### src/rtl/mesh_node_interface_if.sv
// mesh_node_interface_if: local-port bundle between one mesh node adapter and its source, sink and network port.
interface mesh_node_interface_if #(
  parameter int X_NODES = 2,
  parameter int Y_NODES = 2,
  parameter int DATA_W = 8,
  parameter int CNT_W = 32
);
  localparam int ADDR_W = (X_NODES * Y_NODES > 1) ? $clog2(X_NODES * Y_NODES) : 1;
  typedef struct packed {
    logic valid;
    logic [ADDR_W-1:0] source;
    logic [ADDR_W-1:0] dest;
    logic [DATA_W-1:0] data;
  } packet_mesh;
  logic gen_valid;
  logic [ADDR_W-1:0] gen_dest;
  logic [DATA_W-1:0] gen_data;
  logic gen_ready;
  packet_mesh net_out;
  logic net_hold;
  packet_mesh net_in;
  logic node_hold;
  logic sink_valid;
  packet_mesh sink_pkt;
  logic sink_ready;
  logic [CNT_W-1:0] inj_count;
  logic [CNT_W-1:0] gen_drop_count;
  logic [CNT_W-1:0] rx_count;
  logic misroute_err;
  logic rx_overflow_err;
  modport master (
    output gen_valid, gen_dest, gen_data, net_hold, net_in, sink_ready,
    input gen_ready, net_out, node_hold, sink_valid, sink_pkt,
    input inj_count, gen_drop_count, rx_count, misroute_err, rx_overflow_err
  );
  modport slave (
    input gen_valid, gen_dest, gen_data, net_hold, net_in, sink_ready,
    output gen_ready, net_out, node_hold, sink_valid, sink_pkt,
    output inj_count, gen_drop_count, rx_count, misroute_err, rx_overflow_err
  );
endinterface

### src/rtl/mesh_node_interface.sv
// mesh_node_interface: buffers source packets into the mesh local port and ejected packets towards the sink.
module mesh_node_interface #(
  parameter int X_NODES = 2,
  parameter int Y_NODES = 2,
  parameter int NODE_ID = 0,
  parameter int INJ_DEPTH = 8,
  parameter int RX_DEPTH = 4,
  parameter int CNT_W = 32,
  parameter int DATA_W = 8
) (
  input logic clk,
  input logic reset,
  mesh_node_interface_if.slave bus
);
  localparam int ADDR_W = (X_NODES * Y_NODES > 1) ? $clog2(X_NODES * Y_NODES) : 1;
  localparam int PW = 2 * ADDR_W + DATA_W;
  localparam int IAW = $clog2(INJ_DEPTH);
  localparam int RAW = $clog2(RX_DEPTH);
  localparam logic [IAW:0] INJ_FULL = (IAW + 1)'(INJ_DEPTH);
  localparam logic [RAW:0] RX_FULL = (RAW + 1)'(RX_DEPTH);
  localparam logic [RAW:0] RX_HOLD = (RAW + 1)'(RX_DEPTH - 1);
  localparam logic [ADDR_W-1:0] MY_ID = ADDR_W'(NODE_ID);
  logic [PW-1:0] inj_mem_q [INJ_DEPTH];
  logic [PW-1:0] rx_mem_q [RX_DEPTH];
  logic [IAW-1:0] inj_wr_q, inj_wr_d, inj_rd_q, inj_rd_d;
  logic [IAW:0] inj_cnt_q, inj_cnt_d;
  logic [RAW-1:0] rx_wr_q, rx_wr_d, rx_rd_q, rx_rd_d;
  logic [RAW:0] rx_cnt_q, rx_cnt_d;
  logic net_valid_q, net_valid_d;
  logic [PW-1:0] net_pkt_q, net_pkt_d;
  logic node_hold_q, node_hold_d;
  logic [CNT_W-1:0] inj_count_q, inj_count_d, drop_count_q, drop_count_d, rx_count_q, rx_count_d;
  logic misroute_q, misroute_d, rx_ovf_q, rx_ovf_d;
  logic inj_full, inj_push, inj_pop, rx_full, rx_push, rx_pop, sink_valid;
  always_comb begin
    inj_full = inj_cnt_q == INJ_FULL;
    inj_push = bus.gen_valid && !inj_full;
    inj_pop = (inj_cnt_q != '0) && !bus.net_hold;
    inj_wr_d = inj_wr_q + IAW'(inj_push);
    inj_rd_d = inj_rd_q + IAW'(inj_pop);
    inj_cnt_d = inj_cnt_q + (IAW + 1)'(inj_push) - (IAW + 1)'(inj_pop);
    net_valid_d = inj_pop;
    net_pkt_d = inj_pop ? inj_mem_q[inj_rd_q] : net_pkt_q;
    inj_count_d = inj_count_q + CNT_W'(inj_pop);
    drop_count_d = drop_count_q + CNT_W'(bus.gen_valid && inj_full);
    sink_valid = rx_cnt_q != '0;
    rx_full = rx_cnt_q == RX_FULL;
    rx_pop = sink_valid && bus.sink_ready;
    // a same-edge pop frees the slot first, so a full buffer can still accept
    rx_push = bus.net_in.valid && (!rx_full || rx_pop);
    rx_wr_d = rx_wr_q + RAW'(rx_push);
    rx_rd_d = rx_rd_q + RAW'(rx_pop);
    rx_cnt_d = rx_cnt_q + (RAW + 1)'(rx_push) - (RAW + 1)'(rx_pop);
    rx_count_d = rx_count_q + CNT_W'(rx_push);
    rx_ovf_d = rx_ovf_q || (bus.net_in.valid && !rx_push);
    misroute_d = misroute_q || (bus.net_in.valid && bus.net_in.dest != MY_ID);
    // keep one slot free for a packet the router may already have launched
    node_hold_d = rx_cnt_d >= RX_HOLD;
  end
  always_ff @(posedge clk or negedge reset) begin
    if (!reset) begin
      inj_wr_q <= '0;
      inj_rd_q <= '0;
      inj_cnt_q <= '0;
      rx_wr_q <= '0;
      rx_rd_q <= '0;
      rx_cnt_q <= '0;
      net_valid_q <= 1'b0;
      net_pkt_q <= '0;
      node_hold_q <= 1'b0;
      inj_count_q <= '0;
      drop_count_q <= '0;
      rx_count_q <= '0;
      misroute_q <= 1'b0;
      rx_ovf_q <= 1'b0;
    end else begin
      inj_wr_q <= inj_wr_d;
      inj_rd_q <= inj_rd_d;
      inj_cnt_q <= inj_cnt_d;
      rx_wr_q <= rx_wr_d;
      rx_rd_q <= rx_rd_d;
      rx_cnt_q <= rx_cnt_d;
      net_valid_q <= net_valid_d;
      net_pkt_q <= net_pkt_d;
      node_hold_q <= node_hold_d;
      inj_count_q <= inj_count_d;
      drop_count_q <= drop_count_d;
      rx_count_q <= rx_count_d;
      misroute_q <= misroute_d;
      rx_ovf_q <= rx_ovf_d;
    end
  end
  always_ff @(posedge clk) begin
    if (inj_push) inj_mem_q[inj_wr_q] <= {MY_ID, bus.gen_dest, bus.gen_data};
    if (rx_push) rx_mem_q[rx_wr_q] <= bus.net_in[PW-1:0];
  end
  assign bus.gen_ready = !inj_full;
  assign bus.net_out = {net_valid_q, net_pkt_q};
  assign bus.node_hold = node_hold_q;
  assign bus.sink_valid = sink_valid;
  assign bus.sink_pkt = {sink_valid, rx_mem_q[rx_rd_q]};
  assign bus.inj_count = inj_count_q;
  assign bus.gen_drop_count = drop_count_q;
  assign bus.rx_count = rx_count_q;
  assign bus.misroute_err = misroute_q;
  assign bus.rx_overflow_err = rx_ovf_q;
endmodule

### src/flat_wrapper.sv
// flat-port wrapper written by rule: the top's interface ports become plain ports
module mesh_node_interface_flat 
#(
  parameter int X_NODES = 2,
  parameter int Y_NODES = 2,
  parameter int NODE_ID = 0,
  parameter int INJ_DEPTH = 8,
  parameter int RX_DEPTH = 4,
  parameter int CNT_W = 32,
  parameter int DATA_W = 8
)
  (clk, reset, bus_gen_valid, bus_gen_dest, bus_gen_data, bus_net_hold, bus_net_in, bus_sink_ready, bus_gen_ready, bus_net_out, bus_node_hold, bus_sink_valid, bus_sink_pkt, bus_inj_count, bus_gen_drop_count, bus_rx_count, bus_misroute_err, bus_rx_overflow_err);
  mesh_node_interface_if #(.X_NODES(X_NODES), .Y_NODES(Y_NODES), .DATA_W(DATA_W), .CNT_W(CNT_W)) bus_i ();
  input logic clk;
  input logic reset;
  input wire logic [$bits(bus_i.gen_valid)-1:0] bus_gen_valid;
  input wire logic [$bits(bus_i.gen_dest)-1:0] bus_gen_dest;
  input wire logic [$bits(bus_i.gen_data)-1:0] bus_gen_data;
  input wire logic [$bits(bus_i.net_hold)-1:0] bus_net_hold;
  input wire logic [$bits(bus_i.net_in)-1:0] bus_net_in;
  input wire logic [$bits(bus_i.sink_ready)-1:0] bus_sink_ready;
  output wire logic [$bits(bus_i.gen_ready)-1:0] bus_gen_ready;
  output wire logic [$bits(bus_i.net_out)-1:0] bus_net_out;
  output wire logic [$bits(bus_i.node_hold)-1:0] bus_node_hold;
  output wire logic [$bits(bus_i.sink_valid)-1:0] bus_sink_valid;
  output wire logic [$bits(bus_i.sink_pkt)-1:0] bus_sink_pkt;
  output wire logic [$bits(bus_i.inj_count)-1:0] bus_inj_count;
  output wire logic [$bits(bus_i.gen_drop_count)-1:0] bus_gen_drop_count;
  output wire logic [$bits(bus_i.rx_count)-1:0] bus_rx_count;
  output wire logic [$bits(bus_i.misroute_err)-1:0] bus_misroute_err;
  output wire logic [$bits(bus_i.rx_overflow_err)-1:0] bus_rx_overflow_err;
  assign bus_i.gen_valid = bus_gen_valid;
  assign bus_i.gen_dest = bus_gen_dest;
  assign bus_i.gen_data = bus_gen_data;
  assign bus_i.net_hold = bus_net_hold;
  assign bus_i.net_in = bus_net_in;
  assign bus_i.sink_ready = bus_sink_ready;
  assign bus_gen_ready = bus_i.gen_ready;
  assign bus_net_out = bus_i.net_out;
  assign bus_node_hold = bus_i.node_hold;
  assign bus_sink_valid = bus_i.sink_valid;
  assign bus_sink_pkt = bus_i.sink_pkt;
  assign bus_inj_count = bus_i.inj_count;
  assign bus_gen_drop_count = bus_i.gen_drop_count;
  assign bus_rx_count = bus_i.rx_count;
  assign bus_misroute_err = bus_i.misroute_err;
  assign bus_rx_overflow_err = bus_i.rx_overflow_err;
  mesh_node_interface #(.X_NODES(X_NODES), .Y_NODES(Y_NODES), .NODE_ID(NODE_ID), .INJ_DEPTH(INJ_DEPTH), .RX_DEPTH(RX_DEPTH), .CNT_W(CNT_W), .DATA_W(DATA_W)) u_core (.clk(clk), .reset(reset), .bus(bus_i));
endmodule
### config.mk
export PLATFORM = sky130hd
export DESIGN_NAME = mesh_node_interface_flat
export DESIGN_NICKNAME = d
export VERILOG_FILES = /design/src/rtl/mesh_node_interface_if.sv /design/src/rtl/mesh_node_interface.sv /design/src/flat_wrapper.sv
export SDC_FILE = /design/constraint.sdc
export NUM_CORES = 1
export LEC_CHECK = 0
export BUFFER_PORTS_ARGS = -buffer_cell sky130_fd_sc_hd__buf_2
export CORE_ASPECT_RATIO = 0.75
export CORE_MARGIN = 2
export CORE_UTILIZATION = 61
export CTS_CLUSTER_DIAMETER = 100
export DETAILED_ROUTE_END_ITERATION = 8
export PLACE_DENSITY = 0.85
export SLEW_MARGIN = 10
export SYNTH_ARGS = -nofsm -noshare
export SYNTH_HDL_FRONTEND = slang
export SYNTH_SLANG_ARGS = --single-unit
### constraint.sdc
create_clock -name clk -period 3.8 [get_ports clk]
set_input_delay 0 -clock clk [delete_from_list [all_inputs] [get_ports clk]]
set_output_delay 0 -clock clk [all_outputs]
set_load 0.05 [all_outputs]
# Word level (Yosys, flattened, before mapping)
# Memory sizes are Yosys's and may differ from the RTL's. A register that Yosys moved wholly into a read port is not among the register bits.
# Cells that the tools add are included.
# W data, S select, Z words.
dict set report totals {
  register_bits 129
  ram_bits 128
  in_bits 28
  out_inout_bits 127
  elab_cells 52
  memories 2
}
dict set report classes {
  n_addsub 11
  order_cmp 1
  eq_ne 2
  mux 4
  n_reduce_logical 18
}
# name depth word_bits rd rd_clocked_by_memory_dff wr line_no
set memory_table {}
lappend memory_table {u_core.inj_mem_q 8 10 1 1 1 mesh_node_interface.sv:23} ;# logic [PW-1:0] inj_mem_q [INJ_DEPTH];
lappend memory_table {u_core.rx_mem_q 4 12 1 0 1 mesh_node_interface.sv:24} ;# logic [PW-1:0] rx_mem_q [RX_DEPTH];
# cell count
set op_table {}
lappend op_table {{$add A32 B1 Y32} 3}
lappend op_table {{$add A3 B1 Y3} 3}
lappend op_table {{$logic_and A1 B1 Y1} 7}
lappend op_table {{$logic_not A1 Y1} 5}
lappend op_table {{$add A2 B1 Y2} 2}
lappend op_table {{$add A4 B1 Y4} 1}
lappend op_table {{$eq A4 B4 Y1 const B} 1}
lappend op_table {{$mux W1} 4}
lappend op_table {{$reduce_bool A4 Y1} 1}
lappend op_table {{$sub A4 B1 Y4} 1}
lappend op_table {{$eq A3 B3 Y1 const B} 1}
lappend op_table {{$ge A3 B2 Y1 const B} 1}
lappend op_table {{$logic_or A1 B1 Y1} 3}
lappend op_table {{$reduce_bool A3 Y1} 1}
lappend op_table {{$sub A3 B1 Y3} 1}
lappend op_table {{$reduce_bool A2 Y1} 1}

# Logic depth before layout (Yosys ltp)
dict set report depth {
  word_depth 7
  mapped_depth 10
  depth_no_buf 9
}

# Worst setup path after synthesis
# OpenSTA, ideal clock, no wires.
dict set report synth_timing {
  path_type {reg-to-reg}
  from {register u_core.rx_cnt_q[0]}
  to {register u_core.node_hold_q, in the netlist u_core.bus.node_hold}
  setup_ns 0.118
  t_arrival_ns 2.501
  required_time_ns 3.682
  setup_slack_ns 1.181
  stages_incl_launch_ff 10
  path_buffers 0
  synth_period_minus_slack_ns 2.619
  path_cell_list {dfrtp_1 > or3_1 > and2_1 > ha_1 > inv_1 > ha_1 > fa_1 > xnor2_1 > xnor2_1 > a21o_1}
}
dict set report synth_between {
  elab_chain_cells 7
  elab_cells_between_ends 9
  classes_between {add/sub: 2; order compare: 1; eq/ne: 1; reduce/logical: 5}
}
# element line_no
set synth_lines {}
lappend synth_lines {{from (decl)} mesh_node_interface.sv:28} ;# logic [RAW:0] rx_cnt_q, rx_cnt_d;
lappend synth_lines {{from (signal assigned)} mesh_node_interface.sv:82} ;# rx_cnt_q <= rx_cnt_d;
lappend synth_lines {{$reduce_bool A3 Y1 *} mesh_node_interface.sv:46} ;# sink_valid = rx_cnt_q != '0;
lappend synth_lines {{net bus_sink_valid} flat_wrapper.sv:25} ;# output wire logic [$bits(bus_i.sink_valid)-1:0] bus_sink_valid;
lappend synth_lines {{$logic_and A1 B1 Y1 *} mesh_node_interface.sv:48} ;# rx_pop = sink_valid && bus.sink_ready;
lappend synth_lines {{$logic_or A1 B1 Y1} mesh_node_interface.sv:50} ;# rx_push = bus.net_in.valid && (!rx_full || rx_pop);
lappend synth_lines {{$logic_and A1 B1 Y1} mesh_node_interface.sv:50}
lappend synth_lines {{$add A3 B1 Y3} mesh_node_interface.sv:53} ;# rx_cnt_d = rx_cnt_q + (RAW + 1)'(rx_push) - (RAW + 1)'(rx_pop);
lappend synth_lines {{$sub A3 B1 Y3 *} mesh_node_interface.sv:53}
lappend synth_lines {{net u_core.rx_cnt_d[2]} mesh_node_interface.sv:28}
lappend synth_lines {{$ge A3 B2 Y1 *} mesh_node_interface.sv:58} ;# node_hold_d = rx_cnt_d >= RX_HOLD;
lappend synth_lines {{net u_core.node_hold_d} mesh_node_interface.sv:31} ;# logic node_hold_q, node_hold_d;
lappend synth_lines {{to (signal assigned)} mesh_node_interface.sv:85} ;# node_hold_q <= node_hold_d;
lappend synth_lines {{to (decl)} mesh_node_interface.sv:31}
# The timed path passes the listed nets; every way through them passes the cells marked *.
# A chain may end at the register's enable or synchronous reset.

# Worst setup path in the final report
dict set report layout_timing {
  from {register u_core.rx_cnt_q[2]}
  to {register u_core.rx_count_q[24], in the netlist u_core.bus.rx_count[24]}
}
dict set report layout_between {
  elab_chain_cells 5
  elab_cells_between_ends 7
  classes_between {add/sub: 1; eq/ne: 1; reduce/logical: 5}
}
# element line_no
set layout_lines {}
lappend layout_lines {{$eq A3 B3 Y1 or $reduce_bool A3 Y1 (tied branches)} {mesh_node_interface.sv:47, mesh_node_interface.sv:46}}
lappend layout_lines {{$logic_not A1 Y1 or $logic_and A1 B1 Y1 (tied branches)} {mesh_node_interface.sv:50, mesh_node_interface.sv:48}}
lappend layout_lines {{$logic_or A1 B1 Y1 *} mesh_node_interface.sv:50}
lappend layout_lines {{$logic_and A1 B1 Y1 *} mesh_node_interface.sv:50}
lappend layout_lines {{$add A32 B1 Y32 *} mesh_node_interface.sv:54} ;# rx_count_d = rx_count_q + CNT_W'(rx_push);
lappend layout_lines {{net u_core.rx_count_d[24]} mesh_node_interface.sv:32} ;# logic [CNT_W-1:0] inj_count_q, inj_count_d, drop_count_q, drop_count_d, rx_count_q, rx_count_d;
lappend layout_lines {{to (signal assigned)} mesh_node_interface.sv:88} ;# rx_count_q <= rx_count_d;
lappend layout_lines {{to (decl)} mesh_node_interface.sv:32}
# Marked as above.

==> metrics.txt <==
# TYPE chip_impl_metric gauge
chip_impl_info{name="outcome",value="finished clean"} 1
chip_impl_metric{name="fin_cells",unit=""} 1099
chip_impl_metric{name="drive_gt1_share",unit="%"} 27.1
chip_impl_info{name="critPathSlowestCell",value="or3_1"} 1
chip_impl_metric{name="grt_pass1_vias",unit=""} 6293
chip_impl_metric{name="setup-violations-final",unit=""} 0
chip_impl_metric{name="start_util",unit="%"} 62.0
chip_impl_metric{name="number_of_enable_flip_flop_cells_after_synthesis",unit=""} 128
chip_impl_metric{name="die_h",unit="µm"} 117
chip_impl_info{name="critPathCaptureType",value="register"} 1
chip_impl_metric{name="drt_wl_total",unit="µm"} 20700
chip_impl_metric{name="reg2regPathDepth",unit=""} 8
chip_impl_info{name="busiest_layer",value="met2"} 1
chip_impl_info{name="crit_top_cell",value="ha_1"} 1
chip_impl_metric{name="routedWlPerCell",unit="µm"} 18.9
chip_impl_info{name="post_synth_main_area_contributors",value="edfxtp_1 (37%), dfrtp_1 (31%), mux4_2 (6.9%)"} 1
chip_impl_metric{name="drc",unit=""} 0
chip_impl_metric{name="cts_sinks",unit=""} 255
chip_impl_metric{name="maxSlewHeadroom",unit="%"} 20.6
chip_impl_metric{name="grtUsageMet1",unit="%"} 30.7
chip_impl_metric{name="flops_latches_synth",unit=""} 255
chip_impl_metric{name="dieArea",unit="µm²"} 18100
chip_impl_metric{name="via_count",unit=""} 6283
chip_impl_metric{name="numCtsBuffers",unit=""} 24
chip_impl_info{name="start_kind",value="register"} 1
chip_impl_metric{name="final.min_clock_period",unit="ns"} 2.81
chip_impl_metric{name="synthesis.instances",unit=""} 668
chip_impl_metric{name="vdd.ir_drop.worst",unit="mV"} 0.527
chip_impl_metric{name="grt.total_usage",unit="%"} 23.2
chip_impl_metric{name="ys_types",unit=""} 39
chip_impl_info{name="timing.setup.critical_path_class",value="reg -> reg"} 1
chip_impl_info{name="mostFrequentLayoutCells",value="buf_2 (151), edfxtp_1 (128), dfrtp_1 (127)"} 1
chip_impl_metric{name="power_per_cell_area",unit="nW/µm²"} 709
chip_impl_metric{name="finalCritPeriodShare",unit="%"} 74.0
chip_impl_metric{name="residual_antenna_violating_net_count_after_detailed_routing",unit=""} 0
chip_impl_metric{name="cpPeakStageDelay",unit="ns"} 0.59
chip_impl_metric{name="place_congestion",unit=""} 0.863
chip_impl_metric{name="maxCapViolCount",unit=""} 0
chip_impl_metric{name="worst_ep_required_time",unit="ns"} 4.22
chip_impl_metric{name="place.detailed.hpwl",unit="µm"} 13600
chip_impl_metric{name="clock_insertion_delay_worst_skew",unit="ns"} 0.51
chip_impl_metric{name="async_reset_ff_share",unit="%"} 49.8
chip_impl_metric{name="num_rows",unit=""} 41
chip_impl_metric{name="worst-r2r-setup-slack",unit="ns"} 0.99
chip_impl_metric{name="worst_clock_skew",unit="ns"} 0.0115
chip_impl_metric{name="netlist_area",unit="µm²"} 10400
chip_impl_metric{name="avgSynthCellArea",unit="µm²"} 15.5
chip_impl_metric{name="setup_tns",unit="ns"} 0
chip_impl_info{name="worst_setup_path_endpoint",value="u_core.bus.rx_count[24]$_DFF_PN0_"} 1
chip_impl_metric{name="grt_antenna_before_repair",unit=""} 0
chip_impl_metric{name="largest_net_degree_at_the_start_of_global_routing",unit=""} 57
chip_impl_metric{name="power.leakage",unit="nW"} 5.34
chip_impl_info{name="synth_top_cell_by_area",value="edfxtp_1"} 1
chip_impl_metric{name="die_x",unit="µm"} 155
chip_impl_metric{name="io_pins",unit=""} 155
chip_impl_metric{name="core_area",unit="µm²"} 16700
chip_impl_metric{name="synthDominantCellAreaShare",unit="%"} 37.0
chip_impl_info{name="timing.critical_path.cells",value="nor4b_1, nor2b_1, ha_1, ha_1, nand4_1, or3_1, nor3_1, xor2_1"} 1
chip_impl_metric{name="area_growth_syn_to_layout",unit="%"} 20.5
chip_impl_info{name="worst_setup_path_startpoint",value="u_core.rx_cnt_q[2]$_DFF_PN0_"} 1
chip_impl_metric{name="clock_path_buffers",unit=""} 3
chip_impl_info{name="layout.cells.most_common",value="buf_2"} 1
chip_impl_metric{name="post_cts.resized_instances",unit=""} 0
chip_impl_metric{name="cts.htree.levels",unit=""} 1
chip_impl_metric{name="drt_iter0_drc",unit=""} 387
chip_impl_metric{name="clk_pin_slew_worst_paths",unit="ns"} 0.06
chip_impl_metric{name="dp_worst_setup_slack",unit="ns"} 1.06
chip_impl_metric{name="detailedRoute.firstPassIterationCount",unit=""} 5
chip_impl_metric{name="finalNetCount",unit=""} 917
chip_impl_metric{name="worst_hold_slack",unit="ns"} 0.105
chip_impl_info{name="crit-reg2reg-capture",value="u_core.bus.rx_count[24]$_DFF_PN0_"} 1
chip_impl_metric{name="setup_ws",unit="ns"} 0.989
chip_impl_metric{name="cts_setup_buffers",unit=""} 0
chip_impl_metric{name="worst_pin_slew",unit="ns"} 1.19
chip_impl_info{name="tritoncts",value="built"} 1
chip_impl_metric{name="num_antenna_cells",unit=""} 0
chip_impl_info{name="cts.root.buffer_cell",value="clkbuf_16"} 1
chip_impl_info{name="grt_setup_unrepaired",value="false"} 1
chip_impl_metric{name="grt-ovfl-total",unit=""} 0
chip_impl_metric{name="grt_util_met2",unit="%"} 41.0
chip_impl_metric{name="critPathMaxFanout",unit=""} 8
chip_impl_metric{name="layout.filler_cells",unit=""} 1016
chip_impl_metric{name="dp_cells",unit=""} 1027
chip_impl_metric{name="ys_seq_area_share",unit="%"} 67.7
chip_impl_metric{name="data_arrival_at_the_endpoint_of_the_critical_path",unit="ns"} 3.23
chip_impl_info{name="ys.flop_type",value="edfxtp_1"} 1
chip_impl_metric{name="achievable-frequency",unit="MHz"} 356
chip_impl_metric{name="ys.warnings.count",unit=""} 0
chip_impl_metric{name="buffer_ports.inserted",unit=""} 152
chip_impl_metric{name="gr-usage-met3",unit="%"} 3.65
chip_impl_metric{name="finalMaxSlewViolations",unit=""} 0
chip_impl_metric{name="viasPerCell",unit=""} 5.72
chip_impl_metric{name="timing.final.hold_violations",unit=""} 0
chip_impl_metric{name="p_total",unit="mW"} 8.86
chip_impl_metric{name="first_pass_grt_wire_length",unit="µm"} 32600
chip_impl_info{name="min_path_type",value="in -> async"} 1
chip_impl_info{name="timing.rr.start",value="u_core.rx_cnt_q[2]$_DFF_PN0_"} 1
worst min-delay path by stage:
stage                      from                                     end  depth (start not counted)
after floorplan           reset  u_core.bus.gen_drop_count[0]$_DFF_PN0_                          0
after global placement    reset       u_core.bus.rx_count[22]$_DFF_PN0_                          1
after detailed placement  reset       u_core.bus.rx_count[19]$_DFF_PN0_                          1
after CTS                 reset       u_core.bus.inj_count[7]$_DFF_PN0_                          2
after global routing      reset       u_core.bus.rx_count[19]$_DFF_PN0_                          2
final                     reset       u_core.bus.rx_count[19]$_DFF_PN0_                          2
cells by family after synthesis:
family / synth area share (%)
other: 0.0361
buffers and inverters: 1.34
multiplexers: 7.91
adder cells (fa/ha/maj): 2.92
AO/OA/AOI/OAI: 0.844
flip-flops: 67.7
AND/OR/NAND/NOR: 11.0
XOR/XNOR: 8.27
Yosys cell counts (4+ instances only):
master and number:
edfxtp_1 128, buf_4 4, nand2_1 31, buf_2 6
mux2i_1 10, dfrtp_1 127, nand3_1 41, nor3_1 15
mux4_2 32, xnor2_1 67, nor4_1 6, a21oi_1 12
ha_1 21, and3_1 13, and4_1 5, nor2_1 34
and2_1 6, xor2_1 31, inv_1 14, nand4_1 34
state kept, by name, summed over array words and instances, names as in the netlist, 3 cells and up:
signal	cells
u_core.inj_rd_q	3
u_core.inj_mem_q	80
u_core.bus.rx_count	32
u_core.inj_cnt_q	4
u_core.bus.gen_drop_count	32
u_core.inj_wr_q	3
u_core.rx_mem_q	48
u_core.net_pkt_q	10
u_core.bus.inj_count	32
u_core.rx_cnt_q	3
per-stage QoR:
| stage | area [µm²] | util [%] |
|---|---|---|
| 4_1_cts | 12500 | 74.7 |
| 2_1_floorplan | 10400 | - |
| 5_1_grt | 12500 | 74.7 |
| 6_report | 12500 | 74.7 |
| 3_3_place_gp | 11400 | 68.1 |
| 3_5_place_dp | 11400 | 68.1 |
per-layer routing:
metal,vias to the layer above,wire length (µm)
met5,-,0
met4,0,480
met1,3140,8730
met3,41,1040
li1,2881,-
met2,221,10500
power by group:
part / internal [mW] / total [mW] / switching, mW
Sequential: 3.41 / 3.88 / 0.472
Clock: 1.48 / 2.45 / 0.966
Combinational: 0.893 / 2.53 / 1.64
critical path, delay by kind of cell (launching register included):
family        cells  cell delay, ns
xor+xnor          1            0.19
simple gates      5            1.67
flops             1            0.41
fa+ha+maj         2            0.47
layout make-up:
class	count	area (µm²)	area share (%)
well taps	215	269	2.15
multi-input cells	385	3230	25.9
clock buffers	36	737	5.90
clock inverters	8	97.6	0.781
flip-flops and latches	255	7020	56.2
inverters	14	52.6	0.420
repair buffers	186	1090	8.71
what timing repair did:
action | 4_1_cts | 5_1_grt
hold buffers | 28 | 0
setup endpoints to repair | 0 | 0
hold endpoints to repair | 190 | 0
(Power assumes the default switching activity.)
